## src/rtl/ft_freeze_sched_pkg.sv

```systemverilog
// Shared encodings and default latencies for the freeze-time scheduler.
package ft_freeze_sched_pkg;

  // Per-bus latency tracker state.
  typedef enum logic {
    TRK_IDLE   = 1'b0,
    TRK_ACTIVE = 1'b1
  } trk_state_e;

  // Identifies the bus that won the most recent contested arbitration.
  typedef enum logic {
    GNT_I = 1'b0,
    GNT_D = 1'b1
  } gnt_e;

  // Default emulated latencies, in system cycles.
  localparam int FT_RD_LAT = 20;
  localparam int FT_WR_LAT = 24;

endpackage

```

## src/rtl/ft_lat_tracker.sv

```systemverilog
// Measures the native latency of one Wishbone bus and holds the resulting
// freeze deficit in a one-entry pend register until the scheduler takes it.
//
// Pend/grant handshake: pend_valid is the offer and grant is the acceptance.
// The entry transfers in any cycle where both are high. Once valid is set it
// stays set, and its deficit can only grow, until the cycle it is granted.
module ft_lat_tracker
  import ft_freeze_sched_pkg::*;
#(
  parameter int CNT_W = 16
) (
  input  logic             clock,
  input  logic             reset,
  input  logic             enable,
  input  logic             hold,
  input  logic             read,
  input  logic             write,
  input  logic             stall,
  input  logic [CNT_W-1:0] cfg_rd_lat,
  input  logic [CNT_W-1:0] cfg_wr_lat,
  input  logic             grant,
  output logic             pend_valid,
  output logic [CNT_W-1:0] pend_deficit,
  output logic             done,
  output logic             active
);

  localparam logic [CNT_W-1:0] CNT_MAX = '1;

  trk_state_e       state_q, state_d;
  logic [CNT_W-1:0] cnt_q, cnt_d;
  logic             is_wr_q, is_wr_d;
  logic             pend_valid_q, pend_valid_d;
  logic [CNT_W-1:0] pend_deficit_q, pend_deficit_d;
  logic [CNT_W-1:0] target;
  logic [CNT_W-1:0] deficit;
  logic [CNT_W:0]   pend_sum;
  logic             new_deficit;

  // State, latency counter and pend register.
  always_ff @(posedge clock) begin
    if (reset) begin
      state_q        <= TRK_IDLE;
      cnt_q          <= '0;
      is_wr_q        <= 1'b0;
      pend_valid_q   <= 1'b0;
      pend_deficit_q <= '0;
    end else begin
      state_q        <= state_d;
      cnt_q          <= cnt_d;
      is_wr_q        <= is_wr_d;
      pend_valid_q   <= pend_valid_d;
      pend_deficit_q <= pend_deficit_d;
    end
  end

  // Next state: everything stands still while the system clock is held.
  always_comb begin
    state_d = state_q;
    cnt_d   = cnt_q;
    is_wr_d = is_wr_q;
    if (!enable) begin
      state_d = TRK_IDLE;
      cnt_d   = '0;
    end else if (!hold) begin
      case (state_q)
        TRK_IDLE: begin
          if (read || write) begin
            state_d = TRK_ACTIVE;
            is_wr_d = write;
            cnt_d   = CNT_W'(1);
          end
        end
        TRK_ACTIVE: begin
          if (stall) begin
            if (cnt_q != CNT_MAX) cnt_d = cnt_q + CNT_W'(1);
          end else if (read || write) begin
            // Back-to-back transaction starts in the completion cycle.
            is_wr_d = write;
            cnt_d   = CNT_W'(1);
          end else begin
            state_d = TRK_IDLE;
          end
        end
        default: state_d = TRK_IDLE;
      endcase
    end
  end

  // Outputs: completion strobe and the deficit against the configured latency.
  always_comb begin
    done    = enable && !hold && (state_q == TRK_ACTIVE) && !stall;
    target  = is_wr_q ? cfg_wr_lat : cfg_rd_lat;
    deficit = (target > cnt_q) ? (target - cnt_q) : '0;
    active  = (state_q == TRK_ACTIVE);
  end

  // Pend register: accumulate unserved deficits, saturating.
  always_comb begin
    pend_valid_d   = pend_valid_q;
    pend_deficit_d = pend_deficit_q;
    new_deficit    = done && (deficit != '0);
    pend_sum       = {1'b0, pend_deficit_q} + {1'b0, deficit};
    if (!enable) begin
      pend_valid_d   = 1'b0;
      pend_deficit_d = '0;
    end else if (grant) begin
      // Granted entry leaves; a deficit arriving now becomes the new entry.
      pend_valid_d   = new_deficit;
      pend_deficit_d = new_deficit ? deficit : '0;
    end else if (new_deficit) begin
      pend_valid_d = 1'b1;
      if (pend_valid_q) begin
        pend_deficit_d = pend_sum[CNT_W] ? CNT_MAX : pend_sum[CNT_W-1:0];
      end else begin
        pend_deficit_d = deficit;
      end
    end
  end

  assign pend_valid   = pend_valid_q;
  assign pend_deficit = pend_deficit_q;

endmodule

```

## src/rtl/ft_freeze_sched.sv

```systemverilog
// Freeze-time scheduler: serializes instruction- and data-bus latency deficits
// through one freeze counter and drives the system clock-enable gate.
module ft_freeze_sched
  import ft_freeze_sched_pkg::*;
#(
  parameter int CNT_W  = 16,
  parameter int STAT_W = 32
) (
  input  logic              clock,
  input  logic              reset,
  input  logic              enable,
  input  logic [CNT_W-1:0]  cfg_rd_lat,
  input  logic [CNT_W-1:0]  cfg_wr_lat,
  input  logic              i_read,
  input  logic              i_write,
  input  logic              i_stall,
  input  logic              d_read,
  input  logic              d_write,
  input  logic              d_stall,
  output logic              freeze,
  output logic              busy,
  output logic [STAT_W-1:0] txn_count,
  output logic [STAT_W-1:0] freeze_total
);

  logic             i_pend_valid, d_pend_valid;
  logic [CNT_W-1:0] i_pend_deficit, d_pend_deficit;
  logic             i_done, d_done;
  logic             i_active, d_active;
  logic             i_grant, d_grant;
  logic             grant_ok;

  gnt_e              last_grant_q, last_grant_d;
  logic [CNT_W-1:0]  fcnt_q, fcnt_d;
  logic              freeze_q, freeze_d;
  logic [STAT_W-1:0] txn_count_q, txn_count_d;
  logic [STAT_W-1:0] freeze_total_q, freeze_total_d;

  ft_lat_tracker #(.CNT_W(CNT_W)) u_trk_i (
    .clock        (clock),
    .reset        (reset),
    .enable       (enable),
    .hold         (freeze_q),
    .read         (i_read),
    .write        (i_write),
    .stall        (i_stall),
    .cfg_rd_lat   (cfg_rd_lat),
    .cfg_wr_lat   (cfg_wr_lat),
    .grant        (i_grant),
    .pend_valid   (i_pend_valid),
    .pend_deficit (i_pend_deficit),
    .done         (i_done),
    .active       (i_active)
  );

  ft_lat_tracker #(.CNT_W(CNT_W)) u_trk_d (
    .clock        (clock),
    .reset        (reset),
    .enable       (enable),
    .hold         (freeze_q),
    .read         (d_read),
    .write        (d_write),
    .stall        (d_stall),
    .cfg_rd_lat   (cfg_rd_lat),
    .cfg_wr_lat   (cfg_wr_lat),
    .grant        (d_grant),
    .pend_valid   (d_pend_valid),
    .pend_deficit (d_pend_deficit),
    .done         (d_done),
    .active       (d_active)
  );

  // Scheduler registers and statistics.
  always_ff @(posedge clock) begin
    if (reset) begin
      last_grant_q   <= GNT_D;
      fcnt_q         <= '0;
      freeze_q       <= 1'b0;
      txn_count_q    <= '0;
      freeze_total_q <= '0;
    end else begin
      last_grant_q   <= last_grant_d;
      fcnt_q         <= fcnt_d;
      freeze_q       <= freeze_d;
      txn_count_q    <= txn_count_d;
      freeze_total_q <= freeze_total_d;
    end
  end

  // Round-robin arbitration. Granting at fcnt==1 lets the next deficit follow
  // the current one with no gap. last_grant only moves on a contested grant,
  // so an uncontested grant does not steal the other bus's turn.
  always_comb begin
    grant_ok     = enable && (fcnt_q <= CNT_W'(1));
    i_grant      = 1'b0;
    d_grant      = 1'b0;
    last_grant_d = last_grant_q;
    if (grant_ok) begin
      if (i_pend_valid && d_pend_valid) begin
        if (last_grant_q == GNT_D) begin
          i_grant      = 1'b1;
          last_grant_d = GNT_I;
        end else begin
          d_grant      = 1'b1;
          last_grant_d = GNT_D;
        end
      end else if (i_pend_valid) begin
        i_grant = 1'b1;
      end else if (d_pend_valid) begin
        d_grant = 1'b1;
      end
    end
  end

  // Freeze counter: load on grant, otherwise count down to zero.
  always_comb begin
    fcnt_d = fcnt_q;
    if (!enable) begin
      fcnt_d = '0;
    end else if (i_grant) begin
      fcnt_d = i_pend_deficit;
    end else if (d_grant) begin
      fcnt_d = d_pend_deficit;
    end else if (fcnt_q != '0) begin
      fcnt_d = fcnt_q - CNT_W'(1);
    end
    freeze_d = (fcnt_d != '0);
  end

  // Statistics; both wrap and hold while bypassed.
  always_comb begin
    txn_count_d    = txn_count_q + STAT_W'(i_done) + STAT_W'(d_done);
    freeze_total_d = freeze_total_q;
    if (enable && freeze_q) freeze_total_d = freeze_total_q + STAT_W'(1);
  end

  assign freeze       = freeze_q;
  assign busy         = i_active || d_active || i_pend_valid || d_pend_valid ||
                        (fcnt_q != '0);
  assign txn_count    = txn_count_q;
  assign freeze_total = freeze_total_q;

endmodule

```

## config.mk

```make
export PLATFORM = sky130hd
export DESIGN_NAME = ft_freeze_sched
export DESIGN_NICKNAME = d
export VERILOG_FILES = /design/src/rtl/ft_freeze_sched_pkg.sv /design/src/rtl/ft_lat_tracker.sv /design/src/rtl/ft_freeze_sched.sv
export SDC_FILE = /design/constraint.sdc
export NUM_CORES = 1
export LEC_CHECK = 0
export CORE_ASPECT_RATIO = 0.6
export CORE_MARGIN = 2
export CORE_UTILIZATION = 59
export CTS_CLUSTER_DIAMETER = 50
export DETAILED_ROUTE_END_ITERATION = 10
export PLACE_DENSITY = 0.82
export SETUP_SLACK_MARGIN = 0.5
export SLEW_MARGIN = 15
export SYNTH_ARGS = -nofsm -noshare
export SYNTH_HDL_FRONTEND = slang
export SYNTH_SLANG_ARGS = --single-unit
```

## constraint.sdc

```tcl
create_clock -name clock -period 8.3 [get_ports clock]
set_input_delay 2.49 -clock clock [delete_from_list [all_inputs] [get_ports clock]]
set_output_delay 2.49 -clock clock [all_outputs]
set_load 0.02 [all_outputs]
```

==> results of run 1 <==
==> registers in the layout, summed over array words and instances, names as in the netlist, 16 cells and up <==
| register | flops |
|---|---|
| freeze_total | 32 |
| u_trk_i.pend_deficit | 16 |
| txn_count | 32 |
| fcnt_q | 16 |
| u_trk_i.cnt_q | 16 |
| u_trk_d.cnt_q | 16 |
| u_trk_d.pend_deficit | 16 |
==> cell usage after synthesis, types with 13 or more instances <==
library cell	instances	area (um2)
nor2_1	193	724
dfxtp_1	152	3040
nand2_1	126	473
o21ai_0	99	495
a21oi_1	79	395
ha_1	72	901
xor2_1	66	578
nand3_1	65	325
inv_1	59	221
nor3_1	49	245
clkbuf_1	41	154
xnor2_1	38	333
mux2_2	32	360
a32o_1	31	310
and3_1	27	169
nand4_1	23	144
nor2b_1	20	125
nand2b_1	18	113
nor4_1	18	113
a211oi_1	17	128
a21o_1	16	120
and2_1	13	81.3
==> area by class of cell <==
cell class / instances / area, um2
clock buffer: 17 / 425
tap: 246 / 308
timing repair buffer: 120 / 1170
inverter: 59 / 221
sequential: 152 / 3040
multi-input combinational: 1197 / 7890
clock inverter: 15 / 209
fill: 1518 / 5710
==> routing by layer <==
| layer | routed length, um | part of all wire, % | GRT usage, % |
|---|---|---|---|
| met1 | 15600 | 47 | 49.4 |
| met2 | 13500 | 41 | 45.9 |
| met3 | 3330 | 10 | 7.43 |
| met4 | 491 | 1.5 | 7.89 |
| met5 | 0 | 0 | 0 |
==> path summary, 6_finish.rpt <==
| check | cells after the start | slack, ns | end | startpoint |
|---|---|---|---|---|
| setup / recovery | 24 | 0.78 | u_trk_d.pend_deficit[10] | cfg_rd_lat[0] |
| hold / removal | 2 | 0.51 | freeze_total[1] | freeze_total[1] |
| setup reg to reg | 23 | 2.37 | u_trk_d.pend_deficit[10] | u_trk_d.is_wr_q |
| hold reg to reg | 2 | 0.51 | freeze_total[1] | freeze_total[1] |
==> logic make-up after synthesis <==
| family | Yosys count | synth area share [%] |
|---|---|---|
| AOI/OAI and AO/OA | 365 | 21.9 |
| xor gates and xnor gates | 104 | 8.00 |
| and+or+nand+nor | 611 | 26.3 |
| adders and majority gates | 77 | 8.79 |
| buffers and inverters | 119 | 4.44 |
| DFF | 152 | 26.7 |
| muxes | 40 | 3.87 |
==> critical path, cell delays in order <==
cell and delay, ns:
clkdlybuf4s50_1 0.46, mux2i_2 0.25, ha_1 0.23, inv_1 0.06
fa_1 0.41, and3_1 0.21, o21ai_2 0.21, a21oi_2 0.12
a41oi_1 0.21, o21ai_0 0.17, nand2_1 0.16, buf_4 0.20
nor2_1 0.09, fa_1 0.46, a21oi_2 0.18, nor2_1 0.08
o21ai_2 0.21, o21ai_0 0.20, or4_1 0.44, a31o_2 0.27
a31oi_2 0.20, buf_4 0.20, o21ai_0 0.10, a32o_1 0.26
==> placed cells by master, fill, tap and decap left out, drive strengths merged, types with 27 or more instances in the layout <==
master         count
a21oi             79
nand2            126
xor2              66
a32o              32
dfxtp            152
inv               68
nor3              52
xnor2             38
nor2             193
ha                72
and3              27
nand3             65
mux2              32
o21ai            104
clkdlybuf4s50    105
==> power groups by stage <==
stage               Combinational [W]  Sequential [W]  Clock [W]
floorplan                    0.000907        0.000821          0
global placement              0.00119        0.000837          0
finish                        0.00125        0.000825   0.000860
detailed placement            0.00120        0.000837          0
CTS                           0.00121        0.000820   0.000866
global route                  0.00137        0.000829   0.000902
==> per-stage QoR <==
stage                     utilization (%)  setup WS [ns]  hold WS (ns)  cell area, um2  instances
final                                69.9          0.776         0.509           13300       1806
after global routing                 69.9          0.470         0.550           13300       1806
after CTS                            69.6          0.639         0.506           13200       1806
after detailed placement             66.3          0.193         0.497           12600       1774
after global placement               66.3          0.420         0.478           12600       1774
after floorplan                         -          0.625         0.458           11400       1468
==> repair_timing <==
item                       4_1_cts  5_1_grt
setup endpoints to repair        0       32
hold buffers                     0        0
gates resized for setup          0       14
==> results.sh, run 1 <==
export IMPL_routed_via_density=6.34
export IMPL_firstDrtPassIters=6
export IMPL_critPathCaptureType="flop"
export IMPL_grt_use_total_pct=32.5
export IMPL_drc_errors=0
export IMPL_synth_enable_flop_cells=0
export IMPL_grt_overflow_total=0
export IMPL_area_growth_synth_to_final_pct=16.6
export IMPL_grt_setup_unrepaired="no"
export IMPL_portBuffers=106
export IMPL_num_vias=11500
export IMPL_max_slew_margin_pct=30.5
export IMPL_clk_path_buf_depth=2
export IMPL_chipHeight_um=112
export IMPL_die_x_um=183
export IMPL_pwr_share_clk_pct=29.3
export IMPL_synth_seq_cells=152
export IMPL_die_area_mm2=0.0205
export IMPL_fin_worst_skew_ns=0.00905
export IMPL_cp_arrival_ns=7.87
export IMPL_drt_wl_total_mm=32.8
export IMPL_clock_sinks=152
export IMPL_grt_antenna_before_repair=0
export IMPL_power_frac_seq_pct=28.1
export IMPL_cts_setup_buffers=0
export IMPL_swShare_pct=40.7
export IMPL_cellLeakagePower_nw=4.93
export IMPL_h_tree_depth=4
export IMPL_p_switching_w=0.00119
export IMPL_nNetsFinal=1665
export IMPL_insertedDiodeCount=0
export IMPL_status="completed"
export IMPL_ys_flop_type="dfxtp_1"
export IMPL_synth_area_mm2=0.0114
export IMPL_start_util_pct=60.0
export IMPL_min_path_type="reg -> reg"
export IMPL_slew_viol_final=0
export IMPL_gp_congestion=1.01
export IMPL_antenna_left=0
export IMPL_worst_pin_slew_ns=1.04
export IMPL_ir_drop_uv=198
export IMPL_fmax_mhz=133
export IMPL_crit_fanout=15
export IMPL_startpoint_type="input pin"
export IMPL_critPathKind="in -> reg"
export IMPL_ios=107
export IMPL_drive_gt1_share_pct=7.95
export IMPL_cts_tree="yes"
export IMPL_grt_pass1_vias=10300
export IMPL_synthArstFlopShare_pct=0
export IMPL_insertion_delay_ns=0.45
export IMPL_initialDrtViolationCount=1366
export IMPL_dp_hpwl_mm=24.6
export IMPL_synth_fp_nets=1586
export IMPL_seq_area_frac_synth_pct=26.7
export IMPL_cp_required_ns=8.64
export IMPL_tns_ns=0
export IMPL_clk_pin_slew_worst_paths_ns=0.07
export IMPL_p_comb_share_pct=42.6
export IMPL_cts_root_buf="clkbuf_16"
export IMPL_finalHoldViolations=0
export IMPL_ys_warnings_count=0
export IMPL_grt_pass1_wl_mm=53.5
export IMPL_final_min_clock_period_ns=7.52
export IMPL_ys_types=82
export IMPL_cap_violations=0
export IMPL_power_w=0.00293
export IMPL_grt_max_degree=86
export IMPL_power_density_mw_per_mm2=221
export IMPL_routedWlPerCell_um=18.2
export IMPL_core_area_mm2=0.0190
export IMPL_finalSetupViolCount=0
export IMPL_fin_crit_sh_pct=90.6
export IMPL_cts_buffers=17
export IMPL_synth_cells=1468
export IMPL_synth_avg_cell_area_um2=7.76
export IMPL_p_int_w=0.00174
export IMPL_core_rowCount=39
Power figures use the tool's default switching activity.
==> inputs of run 2 (changes only) <==
Settings changed: SLEW_MARGIN 15 to 0.
==> run 2 against run 1 <==
Net effect: total power about the same; clock skew hardly changed; count of clock-buffer cells in the layout unchanged; largest power group unchanged; register-to-register slack barely moved; setup slack improved by 0.017 ns; global-route usage is the same; clock power about the same; critical path type unchanged; first-iteration DRC count increased by 0.51%; cell area about the same; non-clock buffer count is the same.
==> results.sh, run 2 (same netlist as run 1, synthesis figures left out) <==
export IMPL_fin_worst_skew_ns=0.00889
export IMPL_design_area_mm2=0.0133
export IMPL_grt_overflow_total=0
export IMPL_final_min_clock_period_ns=7.51
export IMPL_ios=107
export IMPL_crit_fanout=15
export IMPL_die_area_mm2=0.0205
export IMPL_grt_max_degree=86
export IMPL_core_rowCount=39
export IMPL_clk_path_buf_depth=2
export IMPL_place_area_mm2=0.0126
export IMPL_fin_crit_sh_pct=90.4
export IMPL_worst_pin_slew_ns=1.17
export IMPL_chipHeight_um=112
export IMPL_dp_cells=1774
export IMPL_die_x_um=183
export IMPL_critPathKind="in -> reg"
export IMPL_tns_ns=0
export IMPL_drt_wl_total_mm=32.8
export IMPL_num_vias=11400
export IMPL_start_util_pct=60.0
export IMPL_cts_buffers=17
export IMPL_gp_congestion=1.01
export IMPL_grt_use_total_pct=32.5
export IMPL_drive_gt1_share_pct=7.88
export IMPL_cp_arrival_ns=7.85
export IMPL_slew_viol_final=0
export IMPL_drc_errors=0
export IMPL_final_cell_mix="nor2_1, dfxtp_1, nand2_1, clkdlybuf4s50_1, o21ai_0"
export IMPL_final_cells=1806
export IMPL_cp_required_ns=8.64
export IMPL_routed_via_density=6.32
export IMPL_core_area_mm2=0.0190
export IMPL_routedWlPerCell_um=18.2
export IMPL_cts_root_buf="clkbuf_16"
export IMPL_cellLeakagePower_nw=4.93
export IMPL_cts_tree="yes"
export IMPL_max_slew_margin_pct=21.8
export IMPL_startpoint_type="input pin"
export IMPL_dp_hpwl_mm=24.6
export IMPL_portBuffers=106
export IMPL_cts_hold_buf=0
export IMPL_grt_pass1_wl_mm=53.5
export IMPL_grt_setup_unrepaired="no"
export IMPL_insertedDiodeCount=0
export IMPL_insertion_delay_ns=0.45
export IMPL_clock_sinks=152
export IMPL_finalSetupViolCount=0
export IMPL_grt_antenna_before_repair=0
export IMPL_nNetsFinal=1665
export IMPL_critPathCaptureType="flop"
export IMPL_antenna_left=0
export IMPL_power_density_mw_per_mm2=221
export IMPL_fmax_mhz=133
export IMPL_clk_pin_slew_worst_paths_ns=0.07
export IMPL_min_path_type="reg -> reg"
export IMPL_status="completed"
export IMPL_final_common_cell="nor2_1"
export IMPL_ir_drop_uv=199
export IMPL_cap_violations=0
export IMPL_firstDrtPassIters=6
export IMPL_grt_pass1_vias=10300
export IMPL_h_tree_depth=4
export IMPL_area_growth_synth_to_final_pct=16.5
export IMPL_finalHoldViolations=0
export IMPL_initialDrtViolationCount=1373
## run 2: through the flow
stage                     utilization [%]  setup WS [ns]  hold WS (ns)  power (W)
after floorplan                         -          0.625         0.458    0.00173
after global placement               66.3          0.420         0.478    0.00203
after detailed placement             66.3          0.193         0.497    0.00204
after CTS                            69.6          0.639         0.506    0.00290
after global routing                 69.9          0.470         0.550    0.00310
final                                69.9          0.793         0.509    0.00294
## run 2: layer usage
| metal | track usage, % | part of all wire, % | vias to the layer above |
|---|---|---|---|
| li1 | - | - | 5498 |
| met2 | 45.9 | 41 | 530 |
| met5 | 0 | 0 | - |
| met3 | 7.43 | 10 | 53 |
| met1 | 49.4 | 48 | 5329 |
| met4 | 7.89 | 1.6 | 0 |
## run 2: timing repair
action | 4_1_cts | 5_1_grt
setup endpoints to repair | 0 | 32
buffers inserted | 0 | 0
gates resized for setup | 0 | 14
## run 2: where the power goes
group	total (W)	internal [W]	switching, W
registers	0.000825	0.000766	0.0000589
clock network	0.000862	0.000488	0.000374
logic	0.00125	0.000486	0.000762
total	0.00294	0.00174	0.00120
## run 2: cell type report
class / count / area, um2
clock inverters: 15 / 209
repair buffers: 120 / 1170
multi-input cells: 1197 / 7890
well taps: 246 / 308
clock buffers: 17 / 425
flip-flops and latches: 152 / 3040
inverters: 59 / 221
fillers: 1519 / 5720
## run 2: worst paths after layout
path                        start                  endpoint  slack [ns]  cells after the start
setup / recovery    cfg_rd_lat[0]  u_trk_d.pend_deficit[10]        0.79                     24
hold / removal    freeze_total[1]           freeze_total[1]        0.51                      2
setup reg to reg  u_trk_d.is_wr_q  u_trk_d.pend_deficit[10]        2.37                     23
hold reg to reg   freeze_total[1]           freeze_total[1]        0.51                      2
## run 2: critical path: stages
cell and delay [ns]:
clkdlybuf4s50_1 0.46, mux2i_2 0.25, ha_1 0.23, inv_1 0.06, fa_1 0.41, and3_1 0.21, o21ai_2 0.20, a21oi_2 0.11
a41oi_1 0.21, o21ai_0 0.17, nand2_1 0.16, buf_4 0.20, nor2_1 0.09, fa_1 0.46, a21oi_2 0.18, nor2_1 0.08
o21ai_2 0.21, o21ai_0 0.20, or4_1 0.44, a31o_2 0.27, a31oi_2 0.20, buf_4 0.20, o21ai_0 0.10, a32o_1 0.26
==> inputs of run 3 (changes only) <==
Settings changed: MAX_ROUTING_LAYER from default to met4, RECOVER_POWER from default to 25.
==> run 3 against run 2 <==
Net effect: the flow now finishes with violations (max-capacitance violations, max-slew violations); final cell count did not move; core utilization fell by 0.15 points; sequential cell count unchanged; die area did not move; largest power group unchanged; clock skew is 0.0019 ns higher; clock power rose by 0.5%; cell area fell by 0.21%; combinational power about the same.
==> results.sh, run 3 (same netlist as run 1, synthesis figures left out) <==
export IMPL_cellLeakagePower_nw=5.06
export IMPL_dp_hpwl_mm=24.8
export IMPL_cp_arrival_ns=7.85
export IMPL_grt_use_total_pct=33.4
export IMPL_ir_drop_uv=254
export IMPL_firstDrtPassIters=6
export IMPL_core_rowCount=39
export IMPL_num_vias=11400
export IMPL_portBuffers=106
export IMPL_h_tree_depth=4
export IMPL_grt_setup_unrepaired="yes"
export IMPL_startpoint_type="input pin"
export IMPL_drc_errors=0
export IMPL_use_met3_pct=8.86
export IMPL_fin_crit_sh_pct=90.6
export IMPL_place_area_mm2=0.0126
export IMPL_gp_congestion=0.968
export IMPL_design_area_mm2=0.0132
export IMPL_die_area_mm2=0.0205
export IMPL_cp_required_ns=8.63
export IMPL_fin_worst_skew_ns=0.0108
export IMPL_cap_violations=1
export IMPL_grt_max_degree=86
export IMPL_chipHeight_um=112
export IMPL_drt_wl_total_mm=32.9
export IMPL_grt_antenna_before_repair=1
export IMPL_cts_setup_buffers=0
export IMPL_drive_gt1_share_pct=7.31
export IMPL_violations="max-capacitance violations, max-slew violations"
export IMPL_critPathKind="in -> reg"
export IMPL_status="complete, but fails checks"
export IMPL_busiest_layer="met1"
export IMPL_core_area_mm2=0.0190
export IMPL_initialDrtViolationCount=1498
export IMPL_cts_root_buf="clkbuf_16"
export IMPL_crit_fanout=10
export IMPL_insertedDiodeCount=0
export IMPL_start_util_pct=60.0
export IMPL_worst_pin_slew_ns=1.77
export IMPL_fmax_mhz=133
export IMPL_routedWlPerCell_um=18.2
export IMPL_clk_pin_slew_worst_paths_ns=0.07
export IMPL_routed_via_density=6.33
export IMPL_antenna_left=0
export IMPL_final_cell_mix="nor2_1, dfxtp_1, nand2_1, o21ai_0, a21oi_1"
export IMPL_cts_tree="yes"
export IMPL_grt_pass1_vias=10300
export IMPL_grt_use_met2_pct=47.0
export IMPL_clock_sinks=152
export IMPL_tns_ns=0
export IMPL_slew_viol_final=34
export IMPL_cts_buffers=17
export IMPL_power_density_mw_per_mm2=221
export IMPL_nNetsFinal=1665
export IMPL_clk_path_buf_depth=2
export IMPL_die_x_um=183
export IMPL_insertion_delay_ns=0.45
export IMPL_use_met1_pct=47.8
export IMPL_ios=107
export IMPL_final_min_clock_period_ns=7.52
export IMPL_area_growth_synth_to_final_pct=16.3
export IMPL_reg2reg_depth=23
export IMPL_min_path_type="reg -> reg"
export IMPL_power_w=0.00293
export IMPL_finalHoldViolations=0
export IMPL_final_common_cell="nor2_1"
export IMPL_holdPathStages=2
export IMPL_cts_hold_buf=0
export IMPL_grt_pass1_wl_mm=53.3
export IMPL_finalSetupViolCount=0
export IMPL_max_slew_margin_pct=-18.2
export IMPL_critPathCaptureType="flop"
export IMPL_grt_overflow_total=0
[run 3: changes by cell type in the layout (fill, tap and decap cells not counted), sizes merged]
cell           previous run  this run
clkdlybuf4s50           105        64
dlygate4sd3               0        41
clkbuf                   17        20
inv                      68        65
buf                      15        13
bufinv                    3         4
clkinvlp                  1         2
[run 3: worst max-delay path: stages]
cell             delay [ns]
clkdlybuf4s50_1        0.44
mux2i_1                0.25
ha_1                   0.23
inv_1                  0.06
fa_1                   0.41
and3_1                 0.20
o21ai_1                0.21
a21oi_1                0.17
a41oi_1                0.26
o21ai_0                0.18
nand2_1                0.18
nor2_1                 0.06
ha_1                   0.22
fa_1                   0.43
a21oi_2                0.20
nor2_1                 0.09
o21ai_2                0.20
o21ai_1                0.13
or4_1                  0.41
a31o_2                 0.27
a31oi_2                0.20
buf_4                  0.20
o21ai_0                0.10
a32o_1                 0.25
[run 3: final timing paths]
check / slack [ns] / endpoint / start
max: 0.78 / u_trk_d.pend_deficit[10] / cfg_wr_lat[0]
min: 0.50 / u_trk_d.cnt_q[13] / u_trk_d.cnt_q[13]
max reg2reg: 2.35 / u_trk_d.pend_deficit[10] / u_trk_d.is_wr_q
min reg2reg: 0.50 / u_trk_d.cnt_q[13] / u_trk_d.cnt_q[13]
[run 3: metal layers]
layer | vias up | wire [um]
met1 | 5352 | 15400
li1 | 5498 | -
met5 | - | 0
met2 | 529 | 13700
met4 | 0 | 451
met3 | 56 | 3420
[run 3: area by class of cell]
class | instances | area (um2)
clock buffers | 18 | 429
clock inverters | 14 | 210
fillers | 1525 | 5740
inverters | 59 | 221
multi-input cells | 1197 | 7860
flip-flops and latches | 152 | 3040
well taps | 246 | 308
repair buffers | 120 | 1170
[run 3: where the power goes]
part           leakage (nW)  total (W)  switching [W]  internal, W
combinational          3.53    0.00125       0.000762     0.000486
clock                 0.306   0.000866       0.000353     0.000512
sequential             1.23   0.000818      0.0000521     0.000766
total                  5.06    0.00293        0.00117      0.00176
[run 3: stage by stage]
stage	hold WS, ns	setup slack [ns]	cells	util, %
6_report	0.495	0.781	1806	69.7
5_1_grt	0.517	0.488	1806	69.7
3_5_place_dp	0.481	0.269	1774	66.3
3_3_place_gp	0.469	0.394	1774	66.3
4_1_cts	0.491	0.651	1806	69.7
2_1_floorplan	0.458	0.625	1468	-
[run 3: timing repair]
item                                    4_1_cts  5_1_grt
resized for setup                             0        9
endpoints found under the hold margin         0        0
endpoints found under the setup margin        0       32
